## src/rtl/boid_draw_engine.sv

```systemverilog
// Boid draw engine: erases the previous square, draws the current one, then steps the updater.
// Optional BOID_DRAW_TRAIL_EN: skip the erase phase so boids leave trails.
module boid_draw_engine #(
   parameter int                   H_RES      = 640,
   parameter int                   V_RES      = 480,
   parameter int                   ADDR_W     = 19,
   parameter int                   COLOR_W    = 8,
   parameter int                   BOID_SIZE  = 2,
   parameter logic [COLOR_W-1:0]   BG_COLOR   = 8'h00,
   parameter logic [COLOR_W-1:0]   BOID_COLOR = 8'hFF
) (
   input  logic                clk,
   input  logic                reset,
   input  logic                start,
   input  logic [31:0]         x,
   input  logic [31:0]         y,
   output logic                wr_en,
   input  logic                wr_ready,
   output logic [ADDR_W-1:0]   wr_addr,
   output logic [COLOR_W-1:0]  wr_data,
   output logic                acc_en,
   output logic                busy,
   output logic                done
);

   typedef enum logic [2:0] {
      IDLE,
      LATCH,
      ERASE,
      DRAW,
      STEP
   } state_t;

   localparam logic [3:0] SZ_M1 = 4'(BOID_SIZE - 1);

   state_t state, state_n;

   logic [15:0] cur_x, cur_y, cur_x_n, cur_y_n;
   logic [15:0] last_x, last_y, last_x_n, last_y_n;
   logic        last_valid, last_valid_n;
   logic [3:0]  dx, dy, dx_n, dy_n;

   logic        pix_adv, pix_last;
   logic [15:0] org_x, org_y;
   logic [16:0] px, py;
   logic        wr_en_n;
   logic [ADDR_W-1:0]  wr_addr_n;
   logic [COLOR_W-1:0] wr_data_n;

   always_ff @(posedge clk) begin
      if (reset) begin
         state      <= IDLE;
         cur_x      <= '0;
         cur_y      <= '0;
         last_x     <= '0;
         last_y     <= '0;
         last_valid <= 1'b0;
         dx         <= '0;
         dy         <= '0;
         wr_en      <= 1'b0;
         wr_addr    <= '0;
         wr_data    <= '0;
      end else begin
         state      <= state_n;
         cur_x      <= cur_x_n;
         cur_y      <= cur_y_n;
         last_x     <= last_x_n;
         last_y     <= last_y_n;
         last_valid <= last_valid_n;
         dx         <= dx_n;
         dy         <= dy_n;
         wr_en      <= wr_en_n;
         if (wr_en_n) begin
            wr_addr <= wr_addr_n;
            wr_data <= wr_data_n;
         end
      end
   end

   // A pending write holds the walk until the arbiter takes it.
   always_comb begin
      state_n      = state;
      cur_x_n      = cur_x;
      cur_y_n      = cur_y;
      last_x_n     = last_x;
      last_y_n     = last_y;
      last_valid_n = last_valid;
      dx_n         = dx;
      dy_n         = dy;
      pix_adv      = !wr_en || wr_ready;
      pix_last     = (dx == SZ_M1) && (dy == SZ_M1);
      case (state)
         IDLE: begin
            if (start) state_n = LATCH;
         end
         LATCH: begin
            cur_x_n = x[31:16];
            cur_y_n = y[31:16];
            dx_n    = '0;
            dy_n    = '0;
`ifdef BOID_DRAW_TRAIL_EN
            state_n = DRAW;
`else
            state_n = last_valid ? ERASE : DRAW;
`endif
         end
         ERASE, DRAW: begin
            if (pix_adv) begin
               if (pix_last) begin
                  dx_n    = '0;
                  dy_n    = '0;
                  state_n = (state == ERASE) ? DRAW : STEP;
               end else if (dx == SZ_M1) begin
                  dx_n = '0;
                  dy_n = dy + 4'd1;
               end else begin
                  dx_n = dx + 4'd1;
               end
            end
         end
         STEP: begin
            last_x_n     = cur_x;
            last_y_n     = cur_y;
            last_valid_n = 1'b1;
            state_n      = IDLE;
         end
         default: state_n = IDLE;
      endcase
   end

   // Outputs are computed from the next walk position so they register in step.
   always_comb begin
      org_x     = (state_n == ERASE) ? last_x : cur_x_n;
      org_y     = (state_n == ERASE) ? last_y : cur_y_n;
      px        = {1'b0, org_x} + {13'b0, dx_n};
      py        = {1'b0, org_y} + {13'b0, dy_n};
      wr_en_n   = ((state_n == ERASE) || (state_n == DRAW))
                  && (px < 17'(H_RES)) && (py < 17'(V_RES));
      wr_addr_n = ADDR_W'(py) * ADDR_W'(H_RES) + ADDR_W'(px);
      wr_data_n = (state_n == ERASE) ? BG_COLOR : BOID_COLOR;
   end

   assign acc_en = (state == STEP);
   assign done   = (state == STEP);
   assign busy   = (state != IDLE);

endmodule

```

## config.mk

```make
export PLATFORM = sky130hd
export DESIGN_NAME = boid_draw_engine
export DESIGN_NICKNAME = d
export VERILOG_FILES = /design/src/rtl/boid_draw_engine.sv
export SDC_FILE = /design/constraint.sdc
export NUM_CORES = 1
export LEC_CHECK = 0
export CAP_MARGIN = 20
export CORE_MARGIN = 2
export CORE_UTILIZATION = 26
export DETAILED_ROUTE_END_ITERATION = 7
export HOLD_SLACK_MARGIN = 0.15
export PLACE_DENSITY = 0.41
export SLEW_MARGIN = 25
export SYNTH_ARGS = -nofsm -noshare
export SYNTH_HDL_FRONTEND = slang
export SYNTH_SLANG_ARGS = --single-unit
```

## constraint.sdc

```tcl
create_clock -name clk -period 8.7 [get_ports clk]
set_input_delay 2.175 -clock clk [delete_from_list [all_inputs] [get_ports clk]]
set_output_delay 2.175 -clock clk [all_outputs]
set_load 0.02 [all_outputs]
```

## Yosys cells after proc, flatten, opt, wreduce, memory -nomap -nowiden

Index checks and enable logic that the tools add are counted.

- Word-level logic and storage cells: 55
- Input port bits: 68
- Output and inout bits: 31
- Flip-flop bits (word level): 104

- Equality and inequality tests: 8
- Multiplexer cells: 19
- Reductions and logical operators: 9
- $mul: 1
- Add/subtract/negate cells: 5
- Order comparisons: 2

Operators with widths:

| cell | count |
|---|---|
| $mux W16 | 4 |
| $add A16 B4 Y17 | 2 |
| $mux W4 | 6 |
| $add A19 B17 Y19 | 1 |
| $lt A17 B10 Y1 const B | 1 |
| $lt A17 B9 Y1 const B | 1 |
| $mul A17 B3 Y12 const B | 1 |
| $pmux W4 S2 | 2 |
| $eq A3 B2 Y1 const B | 4 |
| $mux W3 | 4 |
| $pmux W3 S3 | 1 |
| $add A4 B1 Y4 const B | 2 |
| $eq A4 B1 Y1 const B | 2 |
| $mux W8 | 1 |
| $eq A3 B1 Y1 const B | 1 |
| $eq A3 B3 Y1 const B | 1 |
| $logic_and A1 B1 Y1 | 3 |
| $logic_not A3 Y1 | 1 |
| $reduce_bool A3 Y1 | 1 |
| $logic_or A1 B1 Y1 | 2 |
| $reduce_or A2 Y1 | 1 |
| $logic_not A1 Y1 | 1 |
| $mux W1 | 1 |

## Logic depth before layout (Yosys ltp)

- Word-level depth: 11
- Mapped depth: 33
- Gate-level depth less buffers: 28

## Worst setup path after synthesis

No wires, ideal clock.

- Path kind: in2reg
- From: in wr_ready
- To: reg wr_addr[16]
- Stages on the path: 27
- Data required time: 8.577 ns
- Slack: 0.849 ns
- Arrival time: 7.727 ns
- Buffers on the path: 5
- Setup time: 0.123 ns
- Cells stage by stage: nor2b_1 > o311a_4 > or2_1 > buf_2 > buf_2 > buf_1 > clkbuf_1 > buf_1 > nand2_1 > o21ai_0 > ha_1 > a211oi_1 > o21bai_1 > nor2b_1 > xnor2_1 > ha_1 > ha_1 > a21oi_1 > xnor2_1 > ha_1 > or2_2 > o31a_1 > a31o_2 > a21oi_1 > xnor2_1 > nor2_1 > mux2_1

- Cells in the longest elaborated chain, start to end: 9
- Elaborated cells on any way between the ends: 20
- Classes of those cells: 3 x add/sub; 1 x mul; 2 x order compare; 2 x eq/ne; 8 x mux; 4 x reduce/logical

Ends and longest elaborated chain:

| element | line | source |
|---|---|---|
| from (decl) | 18 | `input logic wr_ready,` |
| $logic_or A1 B1 Y1 (*) | 90 | `pix_adv = !wr_en \|\| wr_ready;` |
| branches (longest 8 deep; another with $add A19 B17 Y19) | n/a |  |
| to (signal assigned) | 74 | `wr_addr <= wr_addr_n;` |
| to (decl) | 19 | `output logic [ADDR_W-1:0] wr_addr,` |

Mark *: on every way between the ends.
A chain may end at the register's enable or synchronous reset.

## Final worst setup path

- From: in wr_ready
- To: reg wr_addr[18]

Same word-level chain as after synthesis.

==> flow_metrics.py <==
metrics = {
    "status": {
        "outcome": "completed",
    },
    "timing": {
        "finalSetupViolCount": 0,
        "slew_viol_final": 0,
        "fin_crit_sh_pct": 88.9,
        "worst_pin_slew_ns": 0.937,
        "hold_ws_ns": 0.452,
        "tns_ns": 0,
        "max_freq_mhz": 129,
        "slew_headroom_pct": 37.6,
        "fin_worst_skew_ns": 0.0121,
        "period_minus_slack_ns": 7.73,
        "rsz0062_at_grt": "no",
        "final.setup.worst_slack_ns": 0.968,
        "hold_violations": 0,
    },
    "synth": {
        "ys_seq_area_share_pct": 29.1,
        "syn_inst": 831,
        "synthFlopType": "dfxtp_1",
        "synth_fp_nets": 943,
        "synth_xor_area_share_pct": 6.56,
        "yosys.area_share.adder_pct": 8.69,
        "synthMuxAreaShare_pct": 9.98,
        "ys_seq_elements": 97,
        "synth_area_leader_cell": "dfxtp_1",
        "yosysWarnings": 0,
        "synth_top_area_share_pct": 29.1,
        "synth_compound_area_share_pct": 14.3,
        "synth_area_leaders": "dfxtp_1 29%, ha_1 7.5%, nand2_1 6.8%",
        "yosys.area_share.simple_pct": 26.3,
        "synth_area_per_cell_um2": 8.04,
        "synth_cell_types": 73,
        "async_flop_share_pct": 0,
        "synth_top_family_by_area": "simple AND/OR/NAND/NOR gates",
        "synth-edff-count": 0,
        "syn_area_um2": 6680,
    },
    "clocking": {
        "numCtsBuffers": 9,
        "cts_tree": "done",
        "cts-root-buf": "clkbuf_16",
        "cts.hold.buffers_added": 0,
        "cts_setup_buffers": 0,
        "clkSinkCount": 97,
        "cts-resized-gates": 0,
        "clk_latency_ns": 0.36,
        "clk_pin_slew_ns": 0.07,
        "htree_levels": 3,
        "max-clock-path-buffers": 2,
    },
    "route": {
        "drt_iter0_drc": 300,
        "wirelength_um": 18900,
        "wl_per_cell_um": 15.7,
        "via_count": 5707,
        "detail_route.first_pass.iterations": 4,
        "viasPerCell": 4.72,
        "drc": 0,
        "antenna_left": 0,
    },
    "place": {
        "placed_cells": 1192,
        "dp_slack_ns": 0.518,
        "hpwl_um": 14300,
        "port_buffers": 66,
        "place.gp.congestion": 0.773,
        "place_area_um2": 7600,
    },
    "min_path": {
        "hold_class": "reg -> reg",
        "hold_path_depth": 2,
    },
    "global_routing": {
        "first_global_vias": 5414,
        "use_met3_pct": 2.30,
        "antenna_found_initial": 0,
        "grt_pass1_wl_um": 30000,
        "use_met2_pct": 21.4,
        "track_usage_pct": 14.3,
        "grtUsageMet1_pct": 21.2,
        "gr-total-overflow": 0,
        "grt_max_degree": 87,
        "gr-max-usage-layer": "met2",
    },
    "finish": {
        "final_core_util_pct": 31.4,
        "area_growth_pct": 18.4,
        "layout_common_cells": "121 x nand2_1, 97 x dfxtp_1, 71 x nor2_1",
        "design_area_um2": 7910,
        "drive_gt1_share_pct": 6.95,
        "final_common_cell": "nand2_1",
        "n_antenna_cell": 0,
        "nets": 985,
        "stdcell_count": 1208,
    },
    "setup_path": {
        "arrival_ns": 8.02,
        "r2r_end": "wr_addr[18]",
        "cp-endpoint": "wr_addr[18]",
        "reg2regPathDepth": 23,
        "start_kind": "input pin",
        "crit_start": "wr_ready",
        "end_kind": "flip-flop",
        "rrSetupSlack_ns": 2.37,
        "crit_path_max_fanout": 14,
        "timing.rr.start": "dy[0]",
        "crit_type": "in -> reg",
        "crit_required_ns": 8.99,
    },
    "die": {
        "die_y_um": 164,
        "initial_core_util_pct": 26.5,
        "pin_count": 99,
        "core_um2": 25200,
        "rows": 58,
        "die_x_um": 164,
        "dieArea_um2": 27000,
    },
    "power_and_ir_drop": {
        "pwr-share-seq_pct": 38.1,
        "p_clk_share_pct": 34.1,
        "power.leakage_nw": 2.94,
        "p_sw_share_pct": 32.9,
        "intPower_mw": 0.835,
        "powerDensity_nw_per_um2": 157,
        "combPwrFrac_pct": 27.7,
        "fin_total_pwr_mw": 1.24,
        "peakVddDrop_uv": 91.8,
        "p_sw_mw": 0.409,
    },
    "job": {
        "cap_viol_max_count": 0,
    },
}
per-layer routing:
layer / routed length (µm) / share of wire [%]
met3: 679 / 3.6
met1: 10000 / 53
met2: 8030 / 42
met5: 0 / 0
met4: 209 / 1.1
cells in the mapped netlist (4+ instances only):
library cell	count
inv_1	20
nor3_1	25
buf_4	9
and3_1	7
a211o_1	4
o21ai_0	37
dfxtp_1	97
mux2_4	8
xnor2_1	28
or3_1	7
nor2_1	71
nand4_1	13
mux2_2	7
a21oi_1	60
buf_1	6
fa_1	4
nand2_1	121
a21o_1	5
nor4_1	5
buf_2	8
o31ai_1	6
a31oi_1	8
nand3_1	31
xor2_1	22
clkbuf_1	23
nand2b_1	13
mux2i_1	40
nor2b_1	34
mux2_1	4
a211oi_1	5
ha_1	40
power groups by stage:
stage | registers, mW | clock network, mW | logic (mW)
after floorplan | 0.485 | 0 | 0.247
after global placement | 0.485 | 0 | 0.347
after detailed placement | 0.485 | 0 | 0.344
after CTS | 0.474 | 0.444 | 0.348
after global routing | 0.477 | 0.456 | 0.383
final | 0.474 | 0.425 | 0.345
final cells by class:
class	instances	area, µm²
clock buffer	9	225
inverter	21	78.8
tap	330	413
clock inverter	7	78.8
multi-input combinational	664	4410
timing repair buffer	80	763
fill	2732	17300
sequential	97	1940
kinds of logic after synthesis:
| logic type | count (synthesis) |
|---|---|
| AOI/OAI and AO/OA | 155 |
| muxes | 60 |
| xor gates and xnor gates | 50 |
| DFF | 97 |
| buffers and inverters | 70 |
| adders and majority gates | 44 |
| and+or+nand+nor | 355 |
sequential cells by signal, indices dropped and copies added, names as in the netlist:
register    cells
cur_x          16
cur_y          16
dx              4
dy              4
last_valid      1
last_x         16
last_y         16
state           3
wr_addr        19
wr_data         1
wr_en           1
worst min-delay path by stage:
stage	start	end	slack [ns]
floorplan	cur_x[0]	last_x[0]	0.43
global placement	cur_x[15]	last_x[15]	0.44
detailed placement	cur_y[15]	last_y[15]	0.44
CTS	cur_y[15]	last_y[15]	0.45
global route	cur_y[13]	last_y[13]	0.47
finish	cur_y[14]	last_y[14]	0.45
worst max-delay path, stage by stage:
cell and delay (ns):
clkdlybuf4s50_1 0.49, nor2b_1 0.10, o311a_4 0.40, or2_2 0.45
o21ai_0 0.46, ha_1 0.34, a211oi_1 0.25, o21bai_1 0.14
nor2b_1 0.18, xnor2_1 0.30, ha_1 0.29, ha_1 0.34
a21oi_1 0.22, xnor2_1 0.15, ha_1 0.27, or2_2 0.29
o31a_1 0.13, a31o_2 0.25, a21oi_1 0.23, o21ba_2 0.16
nor2_1 0.05, xor2_1 0.18, o21ai_0 0.14
Power figures use the tool's default switching activity.
